<file path="src/rtl/pipeline_hazard_ctrl_if.sv">
// Hazard-control bundle between the pipeline datapath and the stall/flush
// sequencer. The datapath (master) reports its events; the sequencer (slave)
// returns hold, bubble and redirect controls.
interface pipeline_hazard_ctrl_if #(
  parameter int CNT_W = 32
);
  // Events from the pipeline
  logic             Iwait;
  logic             Dwait;
  logic [4:0]       id_rs1;
  logic [4:0]       id_rs2;
  logic             id_use_rs1;
  logic             id_use_rs2;
  logic [4:0]       ex_dst;
  logic             ex_is_load;
  logic             ex_regwrite;
  logic             ex_mdu_start;
  logic             ex_mdu_is_div;
  logic             ex_redirect;
  logic [63:0]      ex_redirect_pc;
  // Controls back to the pipeline
  logic             stall_F;
  logic             stall_FD;
  logic             flush_FD;
  logic             flush_DE;
  logic             exe_is_waiting;
  logic             pc_redirect_valid;
  logic [63:0]      pc_redirect;
  logic [CNT_W-1:0] stall_count;

  modport master (
    output Iwait, Dwait, id_rs1, id_rs2, id_use_rs1, id_use_rs2, ex_dst,
           ex_is_load, ex_regwrite, ex_mdu_start, ex_mdu_is_div,
           ex_redirect, ex_redirect_pc,
    input  stall_F, stall_FD, flush_FD, flush_DE, exe_is_waiting,
           pc_redirect_valid, pc_redirect, stall_count
  );

  modport slave (
    input  Iwait, Dwait, id_rs1, id_rs2, id_use_rs1, id_use_rs2, ex_dst,
           ex_is_load, ex_regwrite, ex_mdu_start, ex_mdu_is_div,
           ex_redirect, ex_redirect_pc,
    output stall_F, stall_FD, flush_FD, flush_DE, exe_is_waiting,
           pc_redirect_valid, pc_redirect, stall_count
  );
endinterface

</file>
<file path="src/rtl/pipeline_hazard_ctrl.sv">
// Stall/flush sequencer for the 5-stage pipeline. Arbitrates memory waits,
// load-use hazards, multi-cycle MDU ops and EX redirects into IF/ID and ID/EX
// hold/bubble controls plus a PC redirect, and counts PC-stall cycles.
module pipeline_hazard_ctrl #(
  parameter int MUL_CYCLES = 3,
  parameter int DIV_CYCLES = 16,
  parameter int CNT_W      = 32
) (
  input  logic                    clk,
  input  logic                    reset_n,
  pipeline_hazard_ctrl_if.slave   hz
);

  localparam int MAX_CYCLES = (DIV_CYCLES > MUL_CYCLES) ? DIV_CYCLES : MUL_CYCLES;
  localparam int MC_W       = $clog2(MAX_CYCLES + 1);
  // Counter reload is N-2: the start cycle itself already holds EX once.
  localparam logic [MC_W-1:0] MUL_RELOAD = (MUL_CYCLES > 1) ? MC_W'(MUL_CYCLES - 2) : '0;
  localparam logic [MC_W-1:0] DIV_RELOAD = (DIV_CYCLES > 1) ? MC_W'(DIV_CYCLES - 2) : '0;
  localparam logic            MUL_MULTI  = (MUL_CYCLES > 1);
  localparam logic            DIV_MULTI  = (DIV_CYCLES > 1);

  typedef enum logic [1:0] {RUN, EXE_WAIT, REDIR_WAIT} state_e;

  state_e           state_q, state_d;
  logic [MC_W-1:0]  mdu_cnt_q, mdu_cnt_d;
  logic [63:0]      redir_pc_q, redir_pc_d;
  logic [CNT_W-1:0] stall_cnt_q, stall_cnt_d;

  logic        load_use;
  logic        busy;
  logic        mdu_multi;
  logic        stall_f, stall_fd, flush_fd, flush_de, exe_wait, redir_vld;
  logic [63:0] redir_pc;

  assign mdu_multi = hz.ex_mdu_is_div ? DIV_MULTI : MUL_MULTI;

  assign load_use = hz.ex_is_load && hz.ex_regwrite && (hz.ex_dst != 5'd0) &&
                    ((hz.id_use_rs1 && (hz.id_rs1 == hz.ex_dst)) ||
                     (hz.id_use_rs2 && (hz.id_rs2 == hz.ex_dst)));

  // Next-state and control outputs: MDU hold first (it feeds busy), then the
  // priority chain of hold > redirect > fetch wait > load-use.
  always_comb begin
    state_d    = state_q;
    mdu_cnt_d  = mdu_cnt_q;
    redir_pc_d = redir_pc_q;
    stall_f    = 1'b0;
    stall_fd   = 1'b0;
    flush_fd   = 1'b0;
    flush_de   = 1'b0;
    exe_wait   = 1'b0;
    redir_vld  = 1'b0;
    redir_pc   = 64'd0;
    busy       = 1'b0;

    case (state_q)
      RUN: begin
        if (hz.ex_mdu_start && !hz.Dwait && mdu_multi) begin
          exe_wait  = 1'b1;
          mdu_cnt_d = hz.ex_mdu_is_div ? DIV_RELOAD : MUL_RELOAD;
          state_d   = EXE_WAIT;
        end
      end
      EXE_WAIT: begin
        exe_wait = (mdu_cnt_q != '0);
        if (mdu_cnt_q != '0) mdu_cnt_d = mdu_cnt_q - MC_W'(1);
        else                 state_d   = RUN;
      end
      default: ;
    endcase

    busy = hz.Dwait || exe_wait;

    if (state_q == REDIR_WAIT) begin
      // Keep fetch frozen and squash the wrong-path fetch until it lands.
      stall_f  = 1'b1;
      flush_fd = 1'b1;
      flush_de = !busy;
      if (!hz.Iwait) begin
        redir_vld = 1'b1;
        redir_pc  = redir_pc_q;
        state_d   = RUN;
      end
    end else if (busy) begin
      // EX frozen: a pending redirect stays in EX and is taken later.
      stall_f  = 1'b1;
      stall_fd = 1'b1;
    end else if (hz.ex_redirect && !hz.Iwait) begin
      redir_vld = 1'b1;
      redir_pc  = hz.ex_redirect_pc;
      flush_fd  = 1'b1;
      flush_de  = 1'b1;
    end else if (hz.ex_redirect) begin
      redir_pc_d = hz.ex_redirect_pc;
      flush_de   = 1'b1;
      stall_f    = 1'b1;
      state_d    = REDIR_WAIT;
    end else if (hz.Iwait || load_use) begin
      stall_f  = 1'b1;
      stall_fd = 1'b1;
      flush_de = 1'b1;
    end

    stall_cnt_d = (stall_f && (stall_cnt_q != '1)) ? stall_cnt_q + CNT_W'(1) : stall_cnt_q;
  end

  // State, MDU counter, redirect latch and stall counter registers.
  always_ff @(posedge clk or negedge reset_n) begin
    if (!reset_n) begin
      state_q     <= RUN;
      mdu_cnt_q   <= '0;
      redir_pc_q  <= 64'd0;
      stall_cnt_q <= '0;
    end else begin
      state_q     <= state_d;
      mdu_cnt_q   <= mdu_cnt_d;
      redir_pc_q  <= redir_pc_d;
      stall_cnt_q <= stall_cnt_d;
    end
  end

  // While reset is low both pipeline registers are bubbled and nothing else acts.
  assign hz.stall_F           = reset_n && stall_f;
  assign hz.stall_FD          = reset_n && stall_fd;
  assign hz.flush_FD          = !reset_n || flush_fd;
  assign hz.flush_DE          = !reset_n || flush_de;
  assign hz.exe_is_waiting    = reset_n && exe_wait;
  assign hz.pc_redirect_valid = reset_n && redir_vld;
  assign hz.pc_redirect       = reset_n ? redir_pc : 64'd0;
  assign hz.stall_count       = stall_cnt_q;

endmodule

</file>
<file path="src/flat_wrapper.sv">
// flat-port wrapper written by rule: the top's interface ports become plain ports
module pipeline_hazard_ctrl_flat 
#(
  parameter int MUL_CYCLES = 3,
  parameter int DIV_CYCLES = 16,
  parameter int CNT_W      = 32
)
  (clk, reset_n, hz_Iwait, hz_Dwait, hz_id_rs1, hz_id_rs2, hz_id_use_rs1, hz_id_use_rs2, hz_ex_dst, hz_ex_is_load, hz_ex_regwrite, hz_ex_mdu_start, hz_ex_mdu_is_div, hz_ex_redirect, hz_ex_redirect_pc, hz_stall_F, hz_stall_FD, hz_flush_FD, hz_flush_DE, hz_exe_is_waiting, hz_pc_redirect_valid, hz_pc_redirect, hz_stall_count);
  pipeline_hazard_ctrl_if #(.CNT_W(CNT_W)) hz_i ();
  input  logic clk;
  input  logic reset_n;
  input wire logic [$bits(hz_i.Iwait)-1:0] hz_Iwait;
  input wire logic [$bits(hz_i.Dwait)-1:0] hz_Dwait;
  input wire logic [$bits(hz_i.id_rs1)-1:0] hz_id_rs1;
  input wire logic [$bits(hz_i.id_rs2)-1:0] hz_id_rs2;
  input wire logic [$bits(hz_i.id_use_rs1)-1:0] hz_id_use_rs1;
  input wire logic [$bits(hz_i.id_use_rs2)-1:0] hz_id_use_rs2;
  input wire logic [$bits(hz_i.ex_dst)-1:0] hz_ex_dst;
  input wire logic [$bits(hz_i.ex_is_load)-1:0] hz_ex_is_load;
  input wire logic [$bits(hz_i.ex_regwrite)-1:0] hz_ex_regwrite;
  input wire logic [$bits(hz_i.ex_mdu_start)-1:0] hz_ex_mdu_start;
  input wire logic [$bits(hz_i.ex_mdu_is_div)-1:0] hz_ex_mdu_is_div;
  input wire logic [$bits(hz_i.ex_redirect)-1:0] hz_ex_redirect;
  input wire logic [$bits(hz_i.ex_redirect_pc)-1:0] hz_ex_redirect_pc;
  output wire logic [$bits(hz_i.stall_F)-1:0] hz_stall_F;
  output wire logic [$bits(hz_i.stall_FD)-1:0] hz_stall_FD;
  output wire logic [$bits(hz_i.flush_FD)-1:0] hz_flush_FD;
  output wire logic [$bits(hz_i.flush_DE)-1:0] hz_flush_DE;
  output wire logic [$bits(hz_i.exe_is_waiting)-1:0] hz_exe_is_waiting;
  output wire logic [$bits(hz_i.pc_redirect_valid)-1:0] hz_pc_redirect_valid;
  output wire logic [$bits(hz_i.pc_redirect)-1:0] hz_pc_redirect;
  output wire logic [$bits(hz_i.stall_count)-1:0] hz_stall_count;
  assign hz_i.Iwait = hz_Iwait;
  assign hz_i.Dwait = hz_Dwait;
  assign hz_i.id_rs1 = hz_id_rs1;
  assign hz_i.id_rs2 = hz_id_rs2;
  assign hz_i.id_use_rs1 = hz_id_use_rs1;
  assign hz_i.id_use_rs2 = hz_id_use_rs2;
  assign hz_i.ex_dst = hz_ex_dst;
  assign hz_i.ex_is_load = hz_ex_is_load;
  assign hz_i.ex_regwrite = hz_ex_regwrite;
  assign hz_i.ex_mdu_start = hz_ex_mdu_start;
  assign hz_i.ex_mdu_is_div = hz_ex_mdu_is_div;
  assign hz_i.ex_redirect = hz_ex_redirect;
  assign hz_i.ex_redirect_pc = hz_ex_redirect_pc;
  assign hz_stall_F = hz_i.stall_F;
  assign hz_stall_FD = hz_i.stall_FD;
  assign hz_flush_FD = hz_i.flush_FD;
  assign hz_flush_DE = hz_i.flush_DE;
  assign hz_exe_is_waiting = hz_i.exe_is_waiting;
  assign hz_pc_redirect_valid = hz_i.pc_redirect_valid;
  assign hz_pc_redirect = hz_i.pc_redirect;
  assign hz_stall_count = hz_i.stall_count;
  pipeline_hazard_ctrl #(.MUL_CYCLES(MUL_CYCLES), .DIV_CYCLES(DIV_CYCLES), .CNT_W(CNT_W)) u_core (.clk(clk), .reset_n(reset_n), .hz(hz_i));
endmodule
</file>
<file path="config.mk">
export PLATFORM = sky130hd
export DESIGN_NAME = pipeline_hazard_ctrl_flat
export DESIGN_NICKNAME = d
export VERILOG_FILES = /design/src/rtl/pipeline_hazard_ctrl_if.sv /design/src/rtl/pipeline_hazard_ctrl.sv /design/src/flat_wrapper.sv
export SDC_FILE = /design/constraint.sdc
export NUM_CORES = 1
export LEC_CHECK = 0
export CELL_PAD_IN_SITES_DETAIL_PLACEMENT = 1
export CELL_PAD_IN_SITES_GLOBAL_PLACEMENT = 2
export CORE_AREA = 2 2 155 157
export CTS_CLUSTER_SIZE = 28
export DETAILED_ROUTE_END_ITERATION = 10
export DIE_AREA = 0 0 157 159
export GPL_TIMING_DRIVEN = 1
export PLACE_DENSITY_LB_ADDON = 0.3
export SETUP_SLACK_MARGIN = 0.4
export SKIP_CTS_REPAIR_TIMING = 1
export SYNTH_ARGS = -nofsm -noshare
export SYNTH_HDL_FRONTEND = slang
export SYNTH_SLANG_ARGS = --single-unit
</file>
<file path="constraint.sdc">
create_clock -name clk -period 2.6 [get_ports clk]
set_clock_uncertainty 0.15 [all_clocks]
set_input_delay 0.39 -clock clk [delete_from_list [all_inputs] [get_ports clk]]
set_output_delay 0.39 -clock clk [all_outputs]
set_load 0.05 [all_outputs]
</file>
# [Word level (Yosys, flattened, before mapping)]
# Cells that the tools add are included.
[word_totals] ff_bits=103 inputBits=90 wordCells=79
[classes] n_addsub=2 n_eq_ne=7 n_mux=36 bitwise_logic=3 n_reduce_logical=27
[op_table] cell="64-bit two-way mux" n=5
[op_table] cell="32-bit by 1-bit adder with 32-bit output, second input constant" n=1
[op_table] cell="32-bit != test, second input constant" n=1
[op_table] cell="1-bit two-way mux" n=18
[op_table] cell="2-bit two-way mux" n=7
[op_table] cell="1-bit logical AND" n=12
[op_table] cell="5-bit equality test" n=2
[op_table] cell="5-bit two-way mux" n=2
[op_table] cell="5-bit case mux with 2 select lines" n=1
[op_table] cell="5-bit nonzero test" n=2
[op_table] cell="1-bit logical OR" n=5
[op_table] cell="5-bit by 1-bit subtractor with 5-bit output, second input constant" n=1
[op_table] cell="1-bit zero test" n=4
[op_table] cell="4-bit two-way mux" n=1
[op_table] cell="2-bit by 1-bit != test with 1-bit output, second input constant" n=2
[op_table] cell="2-bit case mux with 2 select lines" n=1
[op_table] cell="4-bit AND reduction" n=1
[op_table] cell="1-bit inverter" n=3
[op_table] cell="3-bit AND reduction" n=1
[op_table] cell="2-bit by 1-bit equality test with 1-bit output, second input constant" n=1
[op_table] cell="2-bit equality test, second input constant" n=1
[op_table] cell="2-bit zero test" n=1
[op_table] cell="1-bit case mux with 2 select lines" n=1
[op_table] cell="2-bit nonzero test" n=1

# [Logic depth before layout (Yosys ltp)]
[logic_depth] word_depth=11 mapped_depth=11 ltp_nobuf=9

# [Worst setup path before layout]
# No wires, ideal clock.
[synth_timing] kind="register to output" startpoint="reg u_core.mdu_cnt_q[0]" endpoint="out hz_pc_redirect[54]" arrival_time_ps=2649 slack_ps=-589 path_stages_with_launch=12 path_buffers=2 cell_sequence="dfrtp_1 -> inv_1 -> ha_1 -> inv_1 -> o41ai_4 -> a21oi_2 -> nor2_1 -> nand2_1 -> a211o_1 -> buf_2 -> buf_2 -> a21oi_1"
[synth_between] elab_chain_cells=6
[synth_lines] item="from (decl)" line="pipeline_hazard_ctrl.sv:25" rtl="logic [MC_W-1:0] mdu_cnt_q, mdu_cnt_d;"
[synth_lines] item="from (signal assigned)" line="pipeline_hazard_ctrl.sv:116" rtl="mdu_cnt_q <= mdu_cnt_d;"
[synth_lines] item="5-bit nonzero test" line="pipeline_hazard_ctrl.sv:65" rtl="exe_wait = (mdu_cnt_q != '0);"
[synth_lines] item="1-bit case mux with 2 select lines" line="pipeline_hazard_ctrl.sv:56" rtl="case (state_q)"
[synth_lines] item="1-bit logical OR" line="pipeline_hazard_ctrl.sv:72" rtl="busy = hz.Dwait || exe_wait;"
[synth_lines] item="64-bit two-way mux" line="pipeline_hazard_ctrl.sv:84" rtl="end else if (busy) begin"
[synth_lines] item="64-bit two-way mux" line="pipeline_hazard_ctrl.sv:74" rtl="if (state_q == REDIR_WAIT) begin"
[synth_lines] item="64-bit two-way mux" line="pipeline_hazard_ctrl.sv:129" rtl="assign hz.pc_redirect = reset_n ? redir_pc : 64'd0;"
[synth_lines] item="to (decl)" line="flat_wrapper.sv:31" rtl="output wire logic [$bits(hz_i.pc_redirect)-1:0] hz_pc_redirect;"
# No other way between the ends.

# [Final worst setup path]
[layout_timing] startpoint="reg u_core.mdu_cnt_q[1]" endpoint="out hz_pc_redirect[46]"
# The elaborated chain is that of the path after synthesis.

==> results.md <==
* Period utilization at 1.224
* Pre-antenna DRT Iters at 4
* DR vias at ~5300
* Max clock buf depth at 2
* Largest area contributor in the netlist: dfrtp_1
* Reg-to-reg slack, setup at -0.04 ns
* WS Path Type: register to primary output
* GPL Wtd Cong at roughly 0.78
* Ys async rst share at 1.000
* RSZ-0062 raised after global routing: true
* Worst reg2reg path depth at 14
* Clock root buffer: clkbuf_16
* Critical Path, Cell by Cell: inv_2 -> ha_4 -> inv_2 -> o41ai_4 -> a21oi_4 -> nor2_2 -> nand2_2 -> a211o_4 -> clkbuf_16 -> buf_12 -> a21oi_4 -> buf_6
* Yosys reg bits at roughly 100
* Initial Util at 0.2372
* Slew Limit Headroom at 0.4431
* Global-route usage over all layers at 0.1519
* Largest net degree at the start of global routing at between 60 and 70
* Wire per inst at ~19 µm
* Synth area leaders: dfrtp_1 47%, mux2_2 13%, nand2_1 10%
* Row cnt at 56
* DRC violations left at 0
* Worst path bufs/invs at 5
* Area grow syn2layout at 92.15%
* Minimum clock period at 3.182 ns
* DIE AREA at roughly 25000 µm²
* Final Total Pwr at 0.008496 W
* Startpoint types: register
* Worst-skew pair later-pin latency at between 0.3 and 0.4 ns
* Number of global-route vias before repair at between 5000 and 6000
* Hold WS at between 0.008 and 0.009 ns
* Delay-heaviest family, CP: compound AO/OA/AOI/OAI gates
* ANT cells at 0
* DP Area at between 8000 and 9000 µm²
* Final hold violations at 0
* FF-to-FF End: u_core.hz.stall_count[1]
* Most common cell in the netlist: nand2_1
* Library cells used by synthesis at 51
* Final nets at 907
* Number of max-cap violations at 0
* Max frequency at 0.3143 GHz
* Fin cells at around 1100
* Synth Cell Area at around 5500 µm²
* Synthesized Nets at 659
* Antenna violations before repair at 1
* Via density at between 4 and 5
* Synthesis Warnings at 0
* Global-route wire length before repair at approximately 30000 µm
* CTS clk-pin slew, worst paths at 0.08 ns
* Design area at 10570 µm²
* Iteration-0 DRC Markers at approximately 180
* Status: finished, violations left
* Num CTS Buffers at 9
* H-tree depth at 3
* Core Region at 23190 µm²
* Die height at ~160 µm
* Slowest stage cell, crit path: dfrtp_1
* Post-Place Cells at 1091
* Final wirelength at 21280 µm
* Peak supply drop at between 0.4 and 0.5 mV
* Data arrival, critical path at 2.64 ns
* Die width at between 150 and 200 µm
* Reg-to-Reg Start: u_core.mdu_cnt_q[1]
* Setup ws final at -0.5819 ns
* Failing checks: negative setup slack
* Top post-synthesis cells by count: 146 x nand2_1, 103 x dfrtp_1, 67 x a21oi_1, 62 x mux2_2, 32 x xnor2_1
* CTS Sinks at a little over 100
* Hold WC Path Type: input port to asynchronous set/reset pin
* Critical Path RT at 2.06 ns
* CTS tree: done
* Cell count after synthesis at 566
* Primary FF master, synth: dfrtp_1
* # port buffers at 191
* Number of flops mapped to enable cells by yosys at 0
* Leakage power total at around 4.7 nW
* # IOs at ~190
* Remaining Overflow, GRT at 0
* Area share of the largest cell type after synthesis at 0.4685
* DP Wirelength at ~14000 µm
* CP peak stage delay at ~0.40 ns
* Pwr dens at ~800 nW/µm²
* Filler cell count at between 2000 and 2500
* Count of final setup violators at 89
* Endpoint type of the worst setup path: primary output
* Crit path max fanout at 5
* Worst slew pin tran at 0.8354 ns
* Antenna-violating nets left at 0
* Layout cells sized above 1 at 0.4567
* Post-synthesis sequential area ratio at 0.4685
* Max-slew violation count at 0
* Syn_area_per_cell at 9.720 µm²
[sequential cells by signal, indices dropped and copies added (netlist names)]
| name | flops |
|---|---|
| u_core.redir_pc_q | 64 |
| u_core.state_q | 2 |
| u_core.hz.stall_count | 32 |
| u_core.mdu_cnt_q | 5 |
[per-stage QoR]
step           worst slack [ns]  setup TNS (ns)    util
2_1_floorplan           -0.1454          -8.633       -
3_3_place_gp            -0.4032          -40.26  0.3795
3_5_place_dp            -0.4804          -43.48  0.3795
4_1_cts                 -0.6710          -40.38  0.3917
5_1_grt                 -0.7043          -50.74  0.4558
6_report                -0.5819          -34.80  0.4558
[per-layer routing]
metal | GRT usage | up-vias | part of all wire
met2 | 0.2494 | 145 | 0.48
met5 | 0 | - | 0.00052
met1 | 0.1962 | 2707 | 0.45
met3 | 0.04845 | 15 | 0.063
li1 | - | 2433 | -
met4 | 0.03044 | 2 | 0.0071
[where the power goes]
group | total [W] | switching, W | internal (W)
sequential | 0.00267 | 0.000443 | 0.00223
clock | 0.00133 | 0.000642 | 0.000688
combinational | 0.00449 | 0.00233 | 0.00217
[worst register-to-register path: cells and delay by family (launching register included)]
kind | cells | cell delay [ns]
mux | 1 | 0.29
buf+inv | 8 | 0.92
compound gates | 4 | 0.66
fa+ha+maj | 1 | 0.13
flops | 1 | 0.40
[final cells by class]
cell class | instances | area [µm²] | share of cell area
multi-input cells | 422 | 4086 | 0.3866
inverters | 8 | 33.78 | 0.003196
well taps | 319 | 399.1 | 0.03776
clock buffers | 11 | 242.7 | 0.02296
clock inverters | 5 | 41.29 | 0.003906
flip-flops and latches | 103 | 2589 | 0.2449
repair buffers | 270 | 3179 | 0.3007
[cell families after synthesis]
kind of cell | share of synthesized area
buffers and inverters | 0.04276
AOI/OAI and AO/OA | 0.09734
adders and majority gates | 0.006824
xor gates and xnor gates | 0.06527
muxes | 0.1351
DFF | 0.4685
and+or+nand+nor | 0.1842
[cell usage in the layout (no fill, tap or decap), types with 3 or more instances in the layout]
cell             netlist  layout
mux2_4                 0      65
inv_1                  8       4
buf_4                  0      36
dfrtp_2                0       9
nand3_1               14       3
a21oi_4                0      65
xnor2_2                0      11
nand2_4                0       6
nand3_2                0       4
buf_12                 0      17
nor2_1                15      10
buf_6                  7      71
nor2_2                 0       3
nand3_4                0       7
a21oi_1               67       3
inv_2                  0       3
clkdlybuf4s50_1        0      84
o21ai_0                7       6
xor2_1                 9       8
o211ai_1               3       3
nand4_1               15      15
and3_1                 8       7
dfrtp_1              103      94
dlymetal6s2s_1         0      31
clkbuf_16              0      18
clkbuf_2               0       4
xnor2_1               32      21
buf_8                  1      16
nand2_1              146     139
nor2_4                 1       3
[worst max path at each step]
stage | cells after the start | start | slack (ns) | to
6_report | 12 | u_core.mdu_cnt_q[1] | -0.58 | hz_pc_redirect[46]
5_1_grt | 12 | u_core.mdu_cnt_q[0] | -0.70 | hz_pc_redirect[46]
4_1_cts | 12 | u_core.mdu_cnt_q[0] | -0.67 | hz_pc_redirect[0]
3_5_place_dp | 7 | hz_ex_dst[3] | -0.48 | hz_flush_DE
3_3_place_gp | 7 | hz_ex_dst[3] | -0.40 | hz_flush_DE
2_1_floorplan | 11 | u_core.mdu_cnt_q[0] | -0.15 | hz_pc_redirect[14]
(Power assumes the default switching activity.)
==> edit (same flow settings) <==
`DIV_CYCLES` is set to 16 in 2 places; all go to 32.
--- a/src/rtl/pipeline_hazard_ctrl.sv
+++ b/src/rtl/pipeline_hazard_ctrl.sv
@@ -5,3 +5,3 @@
   parameter int MUL_CYCLES = 3,
-  parameter int DIV_CYCLES = 16,
+  parameter int DIV_CYCLES = 32,
   parameter int CNT_W      = 32
--- a/src/flat_wrapper.sv
+++ b/src/flat_wrapper.sv
@@ -4,3 +4,3 @@
   parameter int MUL_CYCLES = 3,
-  parameter int DIV_CYCLES = 16,
+  parameter int DIV_CYCLES = 32,
   parameter int CNT_W      = 32
Formal check against the unedited RTL: no difference found for any inputs over 4 cycles, from zero or initial values and one cycle with reset_n low; that may be too few to reach the edited logic, so the function may still have changed.
==> edit against the unedited design <==
- the run still ends with negative setup slack left
- worst hold slack better by 0.011 ns
- sequential cell count up 1
- cell area rose by 1.7%
- synthesized cell count is 4.4% higher
- routed wire length is 1.1% higher
- worst setup slack gained 0.12 ns
- power down 8.5%
- area after synthesis grew 7.7%
- utilization is 0.78 points higher
- combinational power down 17%
- non-clock buffer count decreased by 18
- largest cell class unchanged
- highest routed layer unchanged
==> edit: results <==
[cells_and_area]
diodes = 0
seq_share = 0.2428
clk_share = 0.02688
nClkBuffers = 10
multi_input_area_share = 0.3627
largest_reg_flops = 64
multi_input_gates = 445
fillers = 2424
buf_share = 0.3274
syn_to_final_growth_pct = 81.40
final_nets = 913
drive_gt1_frac = 0.3855
n_all_buffers = 252

[worst_hold_path]
holdCritPathClass = in2async

[global_routing]
track_usage = 0.1584
grt_pass1_wl_um = 31380
grt_max_degree = 68
grt_pass1_vias = 5774

[synthesis]
synthCells = 591
yosysWarnings = 0
async_flop_share = 1.000
synthTopCellsByArea = dfrtp_1, mux2_4, nand2_1
ys_ff_latch = 104
synth_commonest_cells = nand2_1, dfrtp_1, a21oi_1, mux2_4, xnor2_1
ys_seq_area_frac = 0.4391
syn_nets = 684
synth.distinct_cells = 43

[timing]
fin_ws_ns = -0.4580
maxSlewHeadroom = 0.4816
setup_violations = 66
holdWs_ns = 0.01921
fin_tns_setup_ns = -26.16

[worst_setup_path]
r2r_end = u_core.redir_pc_q[54]
crit_end = hz_pc_redirect[19]
critPathArrivalTime_ns = 2.52
setup.worst_path.start_class = flip-flop
crit_fanout = 8
reg2regPathDepth = 11
reg2reg_setup_slack_ns = 0.09
reg2reg_from = u_core.mdu_cnt_q[2]

[outcome]
status = complete, but fails checks
violations = negative setup slack

[clock_network]
htreeDepth = 3
cts-root-buf = clkbuf_16
cts_buffers = 9

[detailed_routing]
drt-vias-per-instance = 4.658
first_pass_iters = 4
first_iter_violations = 156
drt-total-wl_um = 21500
wire_per_inst_um = 18.80

[place]
place_congestion = 0.7928
place_area_mm2 = 0.009691
pre_cts_slack_ns = -0.2205
hpwl_um = 14770
dp.cells = 1104

[die]
dieArea_mm2 = 0.02496

[power_and_ir_drop]
max-vdd-ir-drop_mv = 0.4802
p_leak_nw = 4.644
-- edit: per-layer routing --
metal | wire length (µm) | track usage
met3 | 1252 | 0.04137
met1 | 9624 | 0.2103
met5 | 13 | 0
met2 | 10450 | 0.2612
met4 | 162 | 0.02961
-- edit: kinds of logic (layout without fill, tap and decap cells) --
family          after synthesis  count (layout)  synth area share
simple gates                243             243            0.1946
flops                       104             104            0.4391
compound gates               91              92           0.08043
mux                          65              65            0.1615
buf+inv                      43             276           0.05594
xor+xnor                     42              42           0.06206
fa+ha+maj                     3               3          0.006334
-- edit: power breakdown --
group | total [mW] | switching, mW | internal, mW
Clock | 1.36 | 0.672 | 0.692
Combinational | 3.74 | 1.85 | 1.89
Sequential | 2.67 | 0.430 | 2.24
-- edit: critical path, stage by stage (launching register included) --
cell and delay, ns:
dfrtp_1 0.39, nor3_2 0.23, and4b_4 0.29, nor3_4 0.05, nor2_4 0.12, nand2_4 0.08
a211o_4 0.46, clkbuf_16 0.22, a21oi_4 0.16, buf_12 0.16
